### config.mk
export PLATFORM = sky130hd
export DESIGN_NAME = bcd_to_bin
export DESIGN_NICKNAME = d
export VERILOG_FILES = /design/src/rtl/bcd_pkg.sv /design/src/rtl/bcd_to_bin_digit_adjust.sv /design/src/rtl/bcd_to_bin.sv
export SDC_FILE = /design/constraint.sdc
export NUM_CORES = 1
export LEC_CHECK = 0
export ABC_AREA = 1
export ABC_CLOCK_PERIOD_IN_PS = 1620
export CAP_MARGIN = 40
export CORE_MARGIN = 2
export CORE_UTILIZATION = 41
export CTS_CLUSTER_SIZE = 14
export DETAILED_ROUTE_END_ITERATION = 12
export GPL_TIMING_DRIVEN = 0
export HOLD_SLACK_MARGIN = 0.15
export PLACE_DENSITY = 0.67
export SYNTH_ARGS = -nofsm -noshare
export SYNTH_HDL_FRONTEND = slang
export SYNTH_SLANG_ARGS = --single-unit
### constraint.sdc
create_clock -name CLK100MHZ -period 1.62 [get_ports CLK100MHZ]
set_input_delay 0.324 -clock CLK100MHZ [delete_from_list [all_inputs] [get_ports CLK100MHZ]]
set_output_delay 0.324 -clock CLK100MHZ [all_outputs]
set_load 0.02 [all_outputs]
### src/rtl/bcd_pkg.sv
// ============================================================================
//  Module  : bcd_pkg
//  Brief   : Shared BCD digit constants and converter state encoding.
//  Revision: 1.0 - initial release
// ============================================================================
`default_nettype none

package bcd_pkg;

  localparam int         BCD_DIGIT_W    = 4;
  localparam logic [3:0] BCD_DIGIT_MAX  = 4'd9;
  localparam logic [3:0] BCD_ADJ_THRESH = 4'd8;
  localparam logic [3:0] BCD_ADJ_SUB    = 4'd3;

  typedef enum logic [1:0] {
    ST_IDLE  = 2'd0,
    ST_SHIFT = 2'd1,
    ST_ERR   = 2'd2
  } bcd_state_e;

endpackage : bcd_pkg

`default_nettype wire

### src/rtl/bcd_to_bin_digit_adjust.sv
// ============================================================================
//  Module  : bcd_digit_adjust
//  Brief   : One BCD digit correction step of reverse double-dabble.
//  Revision: 1.0 - initial release
// ============================================================================
`default_nettype none

module bcd_digit_adjust
  import bcd_pkg::*;
(
  input  logic [3:0] digit_i,
  output logic [3:0] digit_o
);

  assign digit_o = (digit_i >= BCD_ADJ_THRESH) ? (digit_i - BCD_ADJ_SUB) : digit_i;

endmodule : bcd_digit_adjust

`default_nettype wire

### src/rtl/bcd_to_bin.sv
// ============================================================================
//  Module  : bcd_to_bin
//  Brief   : Multi-cycle packed-BCD to binary converter, one bit per clock.
//            Define BCD_TO_BIN_CHECK_EN to enable the digit range check/ERR.
//  Revision: 1.0 - initial release
// ============================================================================
`default_nettype none

module bcd_to_bin
  import bcd_pkg::*;
#(
  parameter int DIGITS = 2,
  parameter int BIN_W  = 7
) (
  input  logic                CLK100MHZ,
  input  logic                CPU_RESETN,
  input  logic                start,
  input  logic [4*DIGITS-1:0] BCD,
  output logic                busy,
  output logic                done,
  output logic [BIN_W-1:0]    binary,
  output logic                error
);

  localparam int BCD_W = BCD_DIGIT_W * DIGITS;
  localparam int SCR_W = BCD_W + BIN_W;
  localparam int CNT_W = (BIN_W > 1) ? $clog2(BIN_W) : 1;
  localparam logic [CNT_W-1:0] CNT_LAST = CNT_W'(BIN_W - 1);

  bcd_state_e         state_q, state_d;
  logic [SCR_W-1:0]   scratch_q, scratch_d;
  logic [CNT_W-1:0]   count_q, count_d;
  logic               busy_q, busy_d;
  logic               done_q, done_d;
  logic [BIN_W-1:0]   binary_q, binary_d;
  logic               error_q, error_d;

  logic [SCR_W-1:0]   w_shifted;
  logic [BCD_W-1:0]   w_bcd_adj;
  logic [SCR_W-1:0]   w_scratch_next;
  logic               w_bcd_bad;

  assign w_shifted = scratch_q >> 1;

  generate
    for (genvar d = 0; d < DIGITS; d++) begin : g_digit
      bcd_digit_adjust u_adj (
        .digit_i (w_shifted[BIN_W + BCD_DIGIT_W*d +: BCD_DIGIT_W]),
        .digit_o (w_bcd_adj[BCD_DIGIT_W*d +: BCD_DIGIT_W])
      );
    end : g_digit
  endgenerate

  assign w_scratch_next = {w_bcd_adj, w_shifted[BIN_W-1:0]};

`ifdef BCD_TO_BIN_CHECK_EN
  logic [DIGITS-1:0] w_digit_bad;
  generate
    for (genvar d = 0; d < DIGITS; d++) begin : g_check
      assign w_digit_bad[d] = (BCD[BCD_DIGIT_W*d +: BCD_DIGIT_W] > BCD_DIGIT_MAX);
    end : g_check
  endgenerate
  assign w_bcd_bad = |w_digit_bad;
`else
  assign w_bcd_bad = 1'b0;
`endif

  always_comb begin
    state_d   = state_q;
    scratch_d = scratch_q;
    count_d   = count_q;
    busy_d    = busy_q;
    done_d    = 1'b0;
    binary_d  = binary_q;
    error_d   = error_q;
    case (state_q)
      ST_IDLE: begin
        if (start) begin
          scratch_d = {BCD, {BIN_W{1'b0}}};
          count_d   = '0;
          busy_d    = 1'b1;
          state_d   = w_bcd_bad ? ST_ERR : ST_SHIFT;
        end
      end
      ST_SHIFT: begin
        scratch_d = w_scratch_next;
        count_d   = count_q + 1'b1;
        if (count_q == CNT_LAST) begin
          binary_d = w_scratch_next[BIN_W-1:0];
          done_d   = 1'b1;
          error_d  = 1'b0;
          busy_d   = 1'b0;
          state_d  = ST_IDLE;
        end
      end
`ifdef BCD_TO_BIN_CHECK_EN
      // Dwell two clocks so the error done lands two edges after acceptance.
      ST_ERR: begin
        count_d = count_q + 1'b1;
        if (count_q != '0) begin
          binary_d = '0;
          done_d   = 1'b1;
          error_d  = 1'b1;
          busy_d   = 1'b0;
          state_d  = ST_IDLE;
        end
      end
`endif
      default: begin
        busy_d  = 1'b0;
        state_d = ST_IDLE;
      end
    endcase
  end

  always_ff @(posedge CLK100MHZ) begin
    if (!CPU_RESETN) begin
      state_q   <= ST_IDLE;
      scratch_q <= '0;
      count_q   <= '0;
      busy_q    <= 1'b0;
      done_q    <= 1'b0;
      binary_q  <= '0;
      error_q   <= 1'b0;
    end else begin
      state_q   <= state_d;
      scratch_q <= scratch_d;
      count_q   <= count_d;
      busy_q    <= busy_d;
      done_q    <= done_d;
      binary_q  <= binary_d;
      error_q   <= error_d;
    end
  end

  assign busy   = busy_q;
  assign done   = done_q;
  assign binary = binary_q;
  assign error  = error_q;

endmodule : bcd_to_bin

`default_nettype wire

Yosys cells after proc, flatten, opt, wreduce, memory -nomap -nowiden --
Index checks and enable logic that the tools add are counted. Widths: inputs -> output; s select.
Word-level totals: register bits after elaboration 29, input port bits 11, output and inout port bits 10, word-level logic and storage cells 34
Operators by class: add/subtract/negate cells 3, magnitude comparators 2, equal/unequal tests 4, muxes and demuxes 13, reductions and logical operators 6
Operator list (count):
- $pmux 15 s2 | 1
- $mux 15 | 1
- $mux 4 | 2
- $reduce_and 2->1 | 4
- $pmux 3 s2 | 1
- $ge 3x4->1 const B | 1
- $ge 4x4->1 const B | 1
- $mux 2 | 2
- $ne 2x2->1 const B | 2
- $pmux 2 s2 | 1
- $sub 3x2->4 const B | 1
- $sub 4x2->4 const B | 1
- $add 3x1->3 const B | 1
- $eq 3x3->1 const B | 1
- $mux 1 | 3
- $mux 3 | 1
- $eq 2x1->1 const B | 1
- $logic_not 2->1 | 1
- $pmux 1 s2 | 1
- $reduce_bool 2->1 | 1

Longest topological paths before layout --
Gate-level depths: netlist of the first run.
word-level depth 3, mapped depth 6, depth with buffers taken out 6

By module --
Synthesis of the first run repeated with hierarchy kept, for this count alone.
Second synthesis, totals: cell total of the unflattened synthesis 175, area, all modules 1266.2 um2
By module, submodules not included:
- bcd_to_bin | times used 1, cells an instance 143, area an instance 1088.5 um2, seq. area each 520.5 um2
- bcd_digit_adjust | times used 2, cells an instance 16, area an instance 88.8 um2, seq. area each 0.0 um2

Worst setup path before layout of the first run --
No wires, ideal clock.
path kind reg-to-reg, start reg, netlist name busy, end reg count_q[1], setup time 70 ps, arrival time 1051 ps, data required time 1550 ps, setup slack 499 ps, stages on the path, launching flop included 5, buffers on the path 1, period minus slack after synthesis 1121 ps, cell sequence dfxtp_1 buf_4 inv_1 or2_1 a21oi_1
RTL lines:
- end signal, assigned | RTL line bcd_to_bin.sv:128 | count_q <= count_d;
- end, declared | RTL line bcd_to_bin.sv:32 | logic [CNT_W-1:0] count_q, count_d;

Final worst setup path of the first run --
start reg busy_q (netlist: busy), end out busy
RTL lines:
- start, declared | RTL line bcd_to_bin.sv:33 | logic busy_q, busy_d;
- start signal, assigned | RTL line bcd_to_bin.sv:129 | busy_q <= busy_d;
- end, declared | RTL line bcd_to_bin.sv:19 | output logic busy,
No word-level cell between the ends.

==> results.sh, run 1 <==
export IMPL_status="complete, no violations"
export IMPL_seq_area_frac_synth_pct=45.66
export IMPL_min_period_ns=1.371
export IMPL_fill_cells=262
export IMPL_final_common_cell="nand2_1"
export IMPL_io_pins=21
export IMPL_dp_cells=205
export IMPL_crit_chain="dlygate4sd2_1"
export IMPL_vias=979
export IMPL_period_share_pct=84.63
export IMPL_synth_edff_count=0
export IMPL_yosysWarnings=0
export IMPL_grt_pass1_wl_microns=3581
export IMPL_drv_slew=0
export IMPL_clock_latency_ns=0.31
export IMPL_htree_levels=1
export IMPL_worst_path_buf_inv=1
export IMPL_max_cap_viol_count=0
export IMPL_postSynthAreaPerCell_sq_um=7.354
export IMPL_die_h_microns=56.73
export IMPL_ys_seq_elements=26
export IMPL_cts_root_buffer="clkbuf_4"
export IMPL_critPathArrivalTime_ns=1.05
export IMPL_gp_congestion=0.7886
export IMPL_synth_area_mux_share_pct=0
export IMPL_cts_tree="built"
export IMPL_synth_distinct_cells=19
export IMPL_syn_nets=170
export IMPL_total_leakage_power_nw=0.7688
export IMPL_core_sq_um=2686
export IMPL_cts_buffer_depth=2
export IMPL_drc=0
export IMPL_worstSetupEndpointType="primary output"
export IMPL_netlist_area_sq_um=1140
export IMPL_grt_overflow=0
export IMPL_startpoint="busy"
export IMPL_first_global_vias=844
export IMPL_cts_buffers=3
export IMPL_wl_microns=2117
export IMPL_wl_per_cell_microns=10.13
export IMPL_fin_skew_ns=0.004180
export IMPL_crit_family="flip-flops"
export IMPL_dr_pass1_iters=4
export IMPL_yosysTopAreaCell="dfxtp_1"
export IMPL_synth_compound_area_share_pct=6.806
export IMPL_slowest_delay_ns=0.39
export IMPL_cp_max_fo=3
export IMPL_vias_per_cell=4.684
export IMPL_die_x_microns=56.73
export IMPL_drt_iter0_markers=28
export IMPL_finalSetupViolCount=0
export IMPL_clkTransAtPathRegs_ns=0.14
export IMPL_post_cts_setup_buffers=0
export IMPL_grtUsageTotal_pct=14.09
export IMPL_ir_worst_vdd_mv=0.6701
export IMPL_fin_nets=194
export IMPL_ant_nets=0
export IMPL_synth_ff_type="dfxtp_1"
export IMPL_r2r_start="scratch_q[8]"
export IMPL_synth_fa_ha_area_share_pct=4.391
export IMPL_start_kind="flop"
export IMPL_cts_sinks=26
export IMPL_hp_start="scratch_q[1]"
export IMPL_drive_gt1_share_pct=6.742
export IMPL_path_class="reg -> out"
export IMPL_postSynth_asyncResetShare_pct=0
export IMPL_rows=19
export IMPL_hold_path_class="reg -> reg"
export IMPL_hold_viol=0
export IMPL_dieArea_sq_um=3218
export IMPL_cellPowerDensity_nw_per_um2=863.3
export IMPL_start_util_pct=42.43
export IMPL_diodes=0
export IMPL_synth_top_family_by_area="simple AND/OR/NAND/NOR gates"
export IMPL_area_growth_pct=26.34
export IMPL_rrSetupSlack_ns=0.45
export IMPL_cpMaxStageDelayCell="dfxtp_1"
export IMPL_synthTopCellsByArea="dfxtp_1 (46%), nand2_1 (20%), nand3_1 (6.6%)"
export IMPL_layout_common_cells="nand2_1 (60), dfxtp_1 (26), nand3_1 (15), inv_1 (14), a21oi_1 (12)"
export IMPL_rsz0062_at_grt="no"
export IMPL_finalNonFillerCells=209
export IMPL_syn_inst=155
export IMPL_synth_top_area_share_pct=45.66
export IMPL_yosys_area_share_simple_pct=34.25
export IMPL_cp_data_required_time_ns=1.30
export IMPL_grt_max_degree=16
export IMPL_synthXorXnorAreaFrac_pct=0
export IMPL_dp_hpwl_microns=1561
export IMPL_fin_setup_tns_ns=0
export IMPL_fmax_mhz=729.4
export IMPL_ctsHoldBuffers=0
export IMPL_io_buffer_count=19
export IMPL_antenna_found_initial=0
-- cells by family after synthesis --
family                     Yosys count
buffers and inverters               20
other                                1
AOI/OAI and AO/OA                   15
adders and majority gates            4
and+or+nand+nor                     89
DFF                                 26
-- what timing repair did --
action                                  in CTS  in global routing
resized for setup                            1                  8
endpoints found under the hold margin        0                  0
endpoints found under the setup margin       1                  8
-- cell usage after synthesis, types with 2 or more instances --
cell	count
ha_1	4
buf_6	2
a21oi_1	12
o21ai_0	2
nor2_1	8
dfxtp_1	26
inv_1	14
nand2_1	60
buf_4	2
nand3_1	15
nor2_4	2
-- routing by layer --
layer / vias up / track usage (%) / share of wire [%]
met1: 442 / 17.40 / 47
met5: - / 0 / 0
li1: 528 / - / -
met2: 7 / 24.42 / 49
met4: 0 / 5.102 / 0.85
met3: 2 / 2.304 / 2.4
-- state kept, by name, summed over array words and instances (netlist names) --
signal     flops
done           1
count_q        3
binary         7
busy           1
scratch_q     14
-- report_power, final --
part | switching, mW | internal [mW]
logic | 0.0744 | 0.0600
clock network | 0.186 | 0.250
registers | 0.0157 | 0.658
total | 0.276 | 0.968
-- worst reg2reg max path: cells and delay by family (launching register included) --
family	cells	cell delay (ns)
adder cells (fa/ha/maj)	1	0.29
AND/OR/NAND/NOR	4	0.27
flip-flops	1	0.43
buffers and inverters	1	0.09
-- final cells by class --
type | instances | area, sq um | share of cell area (%)
plain buffers | 6 | 45.04 | 3.128
clock buffers | 3 | 22.52 | 1.564
flip-flops and latches | 26 | 520.5 | 36.14
inverters | 14 | 52.55 | 3.649
clock inverters | 1 | 30.03 | 2.085
repair buffers | 19 | 209.0 | 14.51
well taps | 31 | 38.79 | 2.693
multi-input cells | 109 | 521.8 | 36.23
-- worst paths after layout --
path	depth (start not counted)	end
max	1	busy
min	2	binary[0]
max reg2reg	6	scratch_q[8]
min reg2reg	2	binary[0]
-- stage by stage --
| step | worst slack [ns] | area (sq um) | total power, mW | util (%) | hold WS (ns) |
|---|---|---|---|---|---|
| 2_1_floorplan | 0.4993 | 1140 | 0.7719 | - | 0.4191 |
| 3_3_place_gp | 0.03171 | 1369 | 0.8205 | 50.95 | 0.4307 |
| 3_5_place_dp | -0.003857 | 1369 | 0.8239 | 50.95 | 0.4362 |
| 4_1_cts | 0.0005975 | 1420 | 1.258 | 52.86 | 0.4608 |
| 5_1_grt | 0.1989 | 1440 | 1.300 | 53.61 | 0.4762 |
| 6_report | 0.2491 | 1440 | 1.243 | 53.61 | 0.4571 |
(Power assumes the default switching activity.)
==> run 2: changes to the inputs <==
--- a/config.mk
+++ b/config.mk
@@ -6,7 +6,7 @@
 export NUM_CORES = 1
 export LEC_CHECK = 0
 export ABC_AREA = 1
-export ABC_CLOCK_PERIOD_IN_PS = 1620
+export ABC_CLOCK_PERIOD_IN_PS = 1420
 export CAP_MARGIN = 40
 export CORE_MARGIN = 2
 export CORE_UTILIZATION = 41
==> constraint.sdc (replaced) <==
create_clock -name CLK100MHZ -period 1.42 [get_ports CLK100MHZ]
set_input_delay 0.284 -clock CLK100MHZ [delete_from_list [all_inputs] [get_ports CLK100MHZ]]
set_output_delay 0.284 -clock CLK100MHZ [all_outputs]
set_load 0.02 [all_outputs]
==> run 2 against run 1 <==
Net effect: first-iteration DRC count unchanged; register-to-register slack worse by 0.20 ns; power rose by 14%; critical endpoint unchanged.
==> results.sh, run 2 (same netlist as run 1, synthesis figures left out) <==
export IMPL_rsz0062_at_grt="no"
export IMPL_largest_register_ffs=14
export IMPL_hold_viol=0
export IMPL_final_common_cell="nand2_1"
export IMPL_die_x_microns=56.73
export IMPL_crit_chain="dlygate4sd2_1"
export IMPL_finalSetupViolCount=0
export IMPL_fmax_mhz=751.4
export IMPL_dieArea_sq_um=3218
export IMPL_cts_buffers=3
export IMPL_vias=979
export IMPL_grt_pass1_wl_microns=3581
export IMPL_diodes=0
export IMPL_total_leakage_power_nw=0.6577
export IMPL_fin_nets=194
export IMPL_cts_sinks=26
export IMPL_design_area_sq_um=1410
export IMPL_area_growth_pct=23.71
export IMPL_rows=19
export IMPL_grt_max_degree=16
export IMPL_slowest_delay_ns=0.39
export IMPL_status="complete, no violations"
export IMPL_cts_tree="built"
export IMPL_hold_path_class="reg -> reg"
export IMPL_min_period_ns=1.331
export IMPL_cp_data_required_time_ns=1.14
export IMPL_crit_family="flip-flops"
export IMPL_drc=0
export IMPL_start_kind="flop"
export IMPL_dp_cells=205
export IMPL_regMostFlops="scratch_q"
export IMPL_io_buffer_count=19
export IMPL_die_h_microns=56.73
export IMPL_path_class="reg -> out"
export IMPL_antenna_found_initial=0
export IMPL_cpMaxStageDelayCell="dfxtp_1"
export IMPL_cp_max_fo=3
export IMPL_first_global_vias=844
export IMPL_wl_per_cell_microns=10.08
export IMPL_worst_path_buf_inv=1
export IMPL_drv_slew=0
export IMPL_fin_skew_ns=0.003989
export IMPL_cts_buffer_depth=2
export IMPL_grt_overflow=0
export IMPL_dp_hpwl_microns=1561
export IMPL_io_pins=21
export IMPL_drive_gt1_share_pct=6.742
export IMPL_post_cts_setup_buffers=0
export IMPL_finalNonFillerCells=209
export IMPL_fin_hold_ws_ns=0.4571
export IMPL_worstSetupEndpointType="primary output"
export IMPL_core_sq_um=2686
export IMPL_htree_levels=1
export IMPL_clock_latency_ns=0.31
export IMPL_placed_area_sq_um=1369
export IMPL_gp_congestion=0.7886
export IMPL_start_util_pct=42.43
export IMPL_ant_nets=0
export IMPL_clkTransAtPathRegs_ns=0.14
export IMPL_grtUsageTotal_pct=14.09
export IMPL_ir_worst_vdd_mv=0.7645
export IMPL_cellPowerDensity_nw_per_um2=1006
export IMPL_finalPower_mw=1.419
export IMPL_vias_per_cell=4.684
export IMPL_dr_pass1_iters=4
export IMPL_period_share_pct=93.73
export IMPL_wl_microns=2106
export IMPL_layout_common_cells="nand2_1 (60), dfxtp_1 (26), nand3_1 (15), inv_1 (14), a21oi_1 (12)"
export IMPL_critPathArrivalTime_ns=1.05
export IMPL_max_cap_viol_count=0
export IMPL_cts_root_buffer="clkbuf_4"
export IMPL_drt_iter0_markers=28
==> run 2: cell types whose count changed in the layout (fill, tap and decap cells not counted), sizes merged <==
cell | previous run | this run
dlymetal6s2s | 8 | 0
dlygate4sd2 | 1 | 9
==> run 2: final timing paths <==
path                              startpoint  depth (start not counted)  slack, ns            to
worst min register to register  scratch_q[1]                          2       0.46     binary[0]
worst min-delay path            scratch_q[1]                          2       0.46     binary[0]
worst max register to register  scratch_q[8]                          6       0.25  scratch_q[8]
worst max-delay path                    busy                          1       0.09          busy
==> run 2: layout make-up <==
class,instances,area [sq um]
inverters,14,52.55
repair buffers,19,178.9
flip-flops and latches,26,520.5
fillers,265,1276
multi-input cells,109,521.8
clock inverters,1,30.03
well taps,31,38.79
plain buffers,6,45.04
clock buffers,3,22.52
==> run 2: routing by layer <==
layer	part of all wire [%]	GRT usage, %	vias up
met3	2.4	2.304	2
met4	0.85	5.102	0
met5	0	0	-
met1	47	17.40	442
met2	49	24.42	7
li1	-	-	528
==> run 2: what timing repair did <==
item	in CTS	in global routing
endpoints found under the setup margin	9	0
hold buffers	0	0
gates resized for setup	9	0
==> run 2: power breakdown <==
group | switching [mW] | internal, mW | total [mW]
clock | 0.212 | 0.285 | 0.497
combinational | 0.0849 | 0.0684 | 0.153
sequential | 0.0179 | 0.750 | 0.768
==> run 2: stage by stage <==
stage / util, % / setup slack [ns] / TNS [ns]
finish: 52.49 / 0.08908 / 0
global route: 52.49 / 0.03888 / 0
CTS: 52.49 / 0.07545 / 0
detailed placement: 50.95 / -0.1639 / -2.198
global placement: 50.95 / -0.1283 / -1.841
floorplan: - / 0.2993 / 0
==> run 3: changes to the inputs <==
--- a/config.mk
+++ b/config.mk
@@ -13,7 +13,7 @@
 export CTS_CLUSTER_SIZE = 14
 export DETAILED_ROUTE_END_ITERATION = 12
 export GPL_TIMING_DRIVEN = 0
-export HOLD_SLACK_MARGIN = 0.15
+export HOLD_SLACK_MARGIN = 0.03
 export PLACE_DENSITY = 0.67
 export SYNTH_ARGS = -nofsm -noshare
 export SYNTH_HDL_FRONTEND = slang
==> results of run 3 <==
No change in the layout: final DEF, timing and power equal those of run 2.
